$ cat src/rtl/stack_ctrl.sv
// LIFO sequencer for a DEPTH-row latch-based cell array.
// Owns the stack pointer, drives latch-safe row select/write enable timing, and registers popped data.
module stack_ctrl #(
   parameter int N     = 8,
   parameter int DEPTH = 8,
   parameter int SP_W  = 4
) (
   input  logic             clk,
   input  logic             rst,
   input  logic             push,
   input  logic             pop,
   input  logic [N-1:0]     din,
   output logic [N-1:0]     dout,
   output logic             dout_valid,
   output logic             ready,
   output logic             full,
   output logic             empty,
   output logic [SP_W-1:0]  count,
   output logic             overflow,
   output logic             underflow,
   output logic [DEPTH-1:0] mem_row_sel,
   output logic             mem_write_en,
   output logic [N-1:0]     mem_wdata,
   input  logic [N-1:0]     mem_rdata
);

   typedef enum logic [2:0] {
      IDLE,
      WR_SETUP,
      WR_HOLD,
      RD_SEL,
      RD_CAP
   } state_t;

   localparam logic [SP_W-1:0] DEPTH_C = SP_W'(DEPTH);
   localparam logic [SP_W-1:0] ONE_C   = SP_W'(1);

   state_t          state_q, state_d;
   logic [SP_W-1:0] count_q, count_d;
   logic [N-1:0]    dout_q, dout_d;
   logic [N-1:0]    wdata_q, wdata_d;
   logic            dout_valid_q, dout_valid_d;
   logic            overflow_q, overflow_d;
   logic            underflow_q, underflow_d;
   logic            full_w, empty_w;
   logic [DEPTH-1:0] row_sel_w;

   function automatic logic [DEPTH-1:0] onehot(input logic [SP_W-1:0] idx);
      return DEPTH'(1) << idx;
   endfunction

   assign full_w  = (count_q == DEPTH_C);
   assign empty_w = (count_q == '0);

   always_ff @(posedge clk or posedge rst) begin
      if (rst) begin
         state_q      <= IDLE;
         count_q      <= '0;
         dout_q       <= '0;
         wdata_q      <= '0;
         dout_valid_q <= 1'b0;
         overflow_q   <= 1'b0;
         underflow_q  <= 1'b0;
      end else begin
         state_q      <= state_d;
         count_q      <= count_d;
         dout_q       <= dout_d;
         wdata_q      <= wdata_d;
         dout_valid_q <= dout_valid_d;
         overflow_q   <= overflow_d;
         underflow_q  <= underflow_d;
      end
   end

   always_comb begin
      state_d      = state_q;
      count_d      = count_q;
      dout_d       = dout_q;
      wdata_d      = wdata_q;
      dout_valid_d = 1'b0;
      overflow_d   = 1'b0;
      underflow_d  = 1'b0;
      unique case (state_q)
         IDLE: begin
            // A pop wins a simultaneous request unless there is nothing to pop.
            if (pop && !empty_w) begin
               state_d = RD_SEL;
            end else if (push) begin
               if (!full_w) begin
                  wdata_d = din;
                  state_d = WR_SETUP;
               end else begin
                  overflow_d = 1'b1;
               end
            end else if (pop) begin
               underflow_d = 1'b1;
            end
         end
         WR_SETUP: state_d = WR_HOLD;
         WR_HOLD: begin
            count_d = count_q + ONE_C;
            state_d = IDLE;
         end
         RD_SEL: state_d = RD_CAP;
         RD_CAP: begin
            dout_d       = mem_rdata;
            count_d      = count_q - ONE_C;
            dout_valid_d = 1'b1;
            state_d      = IDLE;
         end
         default: state_d = IDLE;
      endcase
   end

   // Row select decodes straight from registered state so reset clears it immediately.
   always_comb begin
      row_sel_w = '0;
      unique case (state_q)
         WR_SETUP, WR_HOLD: row_sel_w = onehot(count_q);
         RD_SEL, RD_CAP:    row_sel_w = onehot(count_q - ONE_C);
         default:           row_sel_w = '0;
      endcase
   end

   assign mem_row_sel  = row_sel_w;
   assign mem_write_en = (state_q == WR_SETUP);
   assign mem_wdata    = wdata_q;
   assign dout         = dout_q;
   assign dout_valid   = dout_valid_q;
   assign overflow     = overflow_q;
   assign underflow    = underflow_q;
   assign ready        = (state_q == IDLE);
   assign full         = full_w;
   assign empty        = empty_w;
   assign count        = count_q;

   a_row_sel_onehot0: assert property (@(posedge clk) disable iff (rst) $onehot0(mem_row_sel));
   a_we_only_setup:   assert property (@(posedge clk) disable iff (rst)
                                       mem_write_en |-> (state_q == WR_SETUP));
   a_count_bound:     assert property (@(posedge clk) disable iff (rst) count_q <= DEPTH_C);

endmodule

$ cat config.mk
export PLATFORM = sky130hd
export DESIGN_NAME = stack_ctrl
export DESIGN_NICKNAME = d
export VERILOG_FILES = /design/src/rtl/stack_ctrl.sv
export SDC_FILE = /design/constraint.sdc
export NUM_CORES = 1
export LEC_CHECK = 0
export BUFFER_PORTS_ARGS = -buffer_cell sky130_fd_sc_hd__buf_2
export CAP_MARGIN = 5
export CORE_MARGIN = 5
export CORE_UTILIZATION = 46
export CTS_BUF_LIST = sky130_fd_sc_hd__clkbuf_8
export CTS_CLUSTER_SIZE = 10
export DETAILED_ROUTE_END_ITERATION = 16
export PLACE_DENSITY = 0.83
export SYNTH_ARGS = -nofsm -noshare
export SYNTH_HDL_FRONTEND = slang
export SYNTH_SLANG_ARGS = --single-unit
$ cat constraint.sdc
create_clock -name clk -period 2.3 [get_ports clk]
set_input_delay 0.46 -clock clk [delete_from_list [all_inputs] [get_ports clk]]
set_output_delay 0.46 -clock clk [all_outputs]
set_load 0.005 [all_outputs]
==> flow_metrics.env <==
export IMPL_grt_pass1_wl_um=5610
export IMPL_status="complete, but fails checks"
export IMPL_r2r_cells=6
export IMPL_htreeDepth=1
export IMPL_clk_path_buf_depth=2
export IMPL_path_cells="inv_2 > ha_4 > or4b_4 > o31ai_4 > a222oi_1 > nor3_1 > buf_2"
export IMPL_criticalPathCategory="flop to output port"
export IMPL_gp_congestion=0.918
export IMPL_timing_final_crit_share_pct=105
export IMPL_tns_ns=-0.294
export IMPL_fp_row_count=20
export IMPL_drt_pre_antenna_iters=4
export IMPL_fin_skew_ns=0.00382
export IMPL_seq_power_share_pct=28.0
export IMPL_overflow=0
export IMPL_numClockSinks=26
export IMPL_path_buf_inv=2
export IMPL_worstSetupStartpointType="flop"
export IMPL_violations="negative setup slack"
export IMPL_slowest_delay_ns=0.51
export IMPL_power_uw=2940
export IMPL_rsz0062_at_grt="yes"
export IMPL_combPwrFrac_pct=62.5
export IMPL_setup_viol_count_final=8
export IMPL_clkTransAtPathRegs_ns=0.08
export IMPL_fp_dieH_um=66.7
export IMPL_die_area_um2=4440
export IMPL_reg2reg_to="mem_wdata[0]$_DFFE_PP0P_"
export IMPL_nets=222
export IMPL_clock_latency_ns=0.26
export IMPL_fillCellCount=241
export IMPL_critPathCaptureType="output port"
export IMPL_p_leak_uw=0.00100
export IMPL_r2r_start="count[1]$_DFFE_PP0P_"
export IMPL_slew_violations=0
export IMPL_grt_max_degree=27
export IMPL_max_freq_mhz=415
export IMPL_syn_area_um2=1480
export IMPL_post_place_cells=230
export IMPL_synth_most_common_cell="dfrtp_1"
export IMPL_avgSynthCellArea_um2=11.2
export IMPL_syn_to_final_growth_pct=39.0
export IMPL_power_density_nw_per_um2=1430
export IMPL_start_util_pct=48.0
export IMPL_use_met3_pct=2.02
export IMPL_synth_top_cells_by_count="dfrtp_1 (26), nor3_1 (13), mux2_2 (8), mux2_4 (8)"
export IMPL_ctsRootBufferMaster="clkbuf_8"
export IMPL_hold_viol_final=0
export IMPL_drc=0
export IMPL_cp_top_family="simple AND/OR/NAND/NOR gates"
export IMPL_multiInputGateArea_um2=828
export IMPL_ir_worst_vdd_mv=0.721
export IMPL_grt_pass1_vias=1216
export IMPL_synth_top_area_share_pct=44.1
export IMPL_drive_above_1_share_pct=61.3
export IMPL_max_slew_margin_pct=76.4
export IMPL_cts_buffers=3
export IMPL_ys_seq_area_share_pct=44.1
export IMPL_clock_power_share_pct=9.5
export IMPL_wl_um=3720
export IMPL_core_area_um2=3080
export IMPL_synth_top_area_cell="dfrtp_1"
export IMPL_vias_per_cell=5.32
export IMPL_regArea_um2=654
export IMPL_r2r_slack_ns=0.39
export IMPL_synthCells=132
export IMPL_min_path_type="primary input to asynchronous set/reset pin"
export IMPL_synthTopCellsByArea="dfrtp_1 (44%), mux2_4 (8.1%), mux2_2 (6.1%)"
export IMPL_drv_cap=0
export IMPL_dp_hpwl_um=2590
export IMPL_ys_warn_count=0
export IMPL_finalCriticalPeriod_ns=2.41
export IMPL_drt_wirelength_per_cell_um=15.3
export IMPL_cp_depth=7
export IMPL_grt_use_met2_pct=30.0
export IMPL_ant_nets=0
export IMPL_synthArstFlopShare_pct=100
export IMPL_crit_end="mem_row_sel[3]"
export IMPL_syn_nets=154
export IMPL_worst_ep_required_time_ns=1.84
export IMPL_grt_use_total_pct=16.3
export IMPL_synth_distinct_cells=47
export IMPL_antenna_cells=0
export IMPL_io_buffers=54
export IMPL_critPathSlowestCell="or4b_4"
export IMPL_switching_share_pct=39.4
export IMPL_drtIter0Drc=53
export IMPL_route_vias_total=1293
export IMPL_path_max_fanout=2
export IMPL_antenna_found_initial=0
export IMPL_dieWidth_um=66.7
export IMPL_setup_ws_ns=-0.112
export IMPL_busiest_layer="met2"
export IMPL_synthFlopType="dfrtp_1"
export IMPL_boundaryPins=55
export IMPL_switching_power_uw=1160
export IMPL_use_met1_pct=19.6
export IMPL_fin_cells=243
export IMPL_crit_start="count[1]$_DFFE_PP0P_"
export IMPL_power_internal_uw=1780
export IMPL_synth_edf_count=0
export IMPL_worst_pin_slew_ns=0.355
export IMPL_synth_seq_cells=26
export IMPL_worstPathArrival_ns=1.95
export IMPL_hold_worst_slack_ns=0.241
export IMPL_cts_tree="built"
## flip-flops by register name, summed over array words and instances (netlist names)
signal and flops:
state_q 3, dout 8, overflow 1, dout_valid 1, underflow 1, count 4, mem_wdata 8
## power by group through the flow
| stage | combinational, µW | clock (µW) | sequential (µW) |
|---|---|---|---|
| 2_1_floorplan | 1030 | 0 | 807 |
| 3_3_place_gp | 1460 | 0 | 802 |
| 3_5_place_dp | 1520 | 0 | 825 |
| 4_1_cts | 1680 | 288 | 824 |
| 5_1_grt | 1980 | 317 | 852 |
| 6_report | 1840 | 280 | 824 |
## kinds of logic (layout without fill, tap and decap cells)
kind of cell    Yosys count  count (layout)  share of synthesized area, %
mux                      17              17                          15.2
simple gates             46              46                          20.0
flops                    26              26                          44.1
xor+xnor                  6               6                          3.56
buf+inv                  18              85                          6.95
fa+ha+maj                 2               2                          1.69
compound gates           17              17                          8.56
## worst min path at each step
stage | endpoint | cells past startpoint
finish | mem_wdata[4]$_DFFE_PP0P_ | 3
global route | mem_wdata[4]$_DFFE_PP0P_ | 3
CTS | mem_wdata[5]$_DFFE_PP0P_ | 3
detailed placement | dout[7]$_DFFE_PP0P_ | 1
global placement | dout[5]$_DFFE_PP0P_ | 1
floorplan | count[0]$_DFFE_PP0P_ | 1
## worst min-delay path, stage by stage
cell and delay (ns):
buf_2 0.10, inv_1 0.04, buf_4 0.30
## cell usage in the layout, fill, tap and decap left out, types with 4 or more instances in the layout
| cell type | Yosys | routed |
|---|---|---|
| nor3_1 | 13 | 7 |
| mux2_2 | 8 | 8 |
| dfrtp_1 | 26 | 23 |
| nand2_1 | 6 | 6 |
| buf_4 | 1 | 17 |
| nor2_1 | 4 | 4 |
| mux2_4 | 8 | 8 |
| inv_1 | 6 | 4 |
| nor3_2 | 0 | 6 |
| clkbuf_8 | 0 | 4 |
| buf_2 | 6 | 54 |
## through the flow
stage	utilization (%)	area (µm²)	setup WS, ns
floorplan	-	1490	0.0246
global placement	59.2	1820	0.134
detailed placement	59.2	1820	0.111
CTS	64.0	1970	-0.104
global route	66.7	2050	-0.279
finish	66.7	2050	-0.112
## final cells by class
type	instances	share of cell area, %
sequential	26	31.9
multi-input combinational	88	40.4
clock buffer	4	2.68
tap	44	2.68
timing repair buffer	74	21.0
inverter	7	1.34
## routing by layer
metal	part of all wire [%]	vias up
li1	-	606
met1	41	616
met2	49	65
met3	8.7	6
met4	0.73	0
met5	0	-
## what timing repair did
action | CTS | global route
setup buffers | 7 | 3
pin swaps | 3 | 6
hold buffers | 0 | 0
setup endpoints to repair | 8 | 8
resized for setup | 12 | 16
Note: power is estimated with default switching activity, not from simulation.
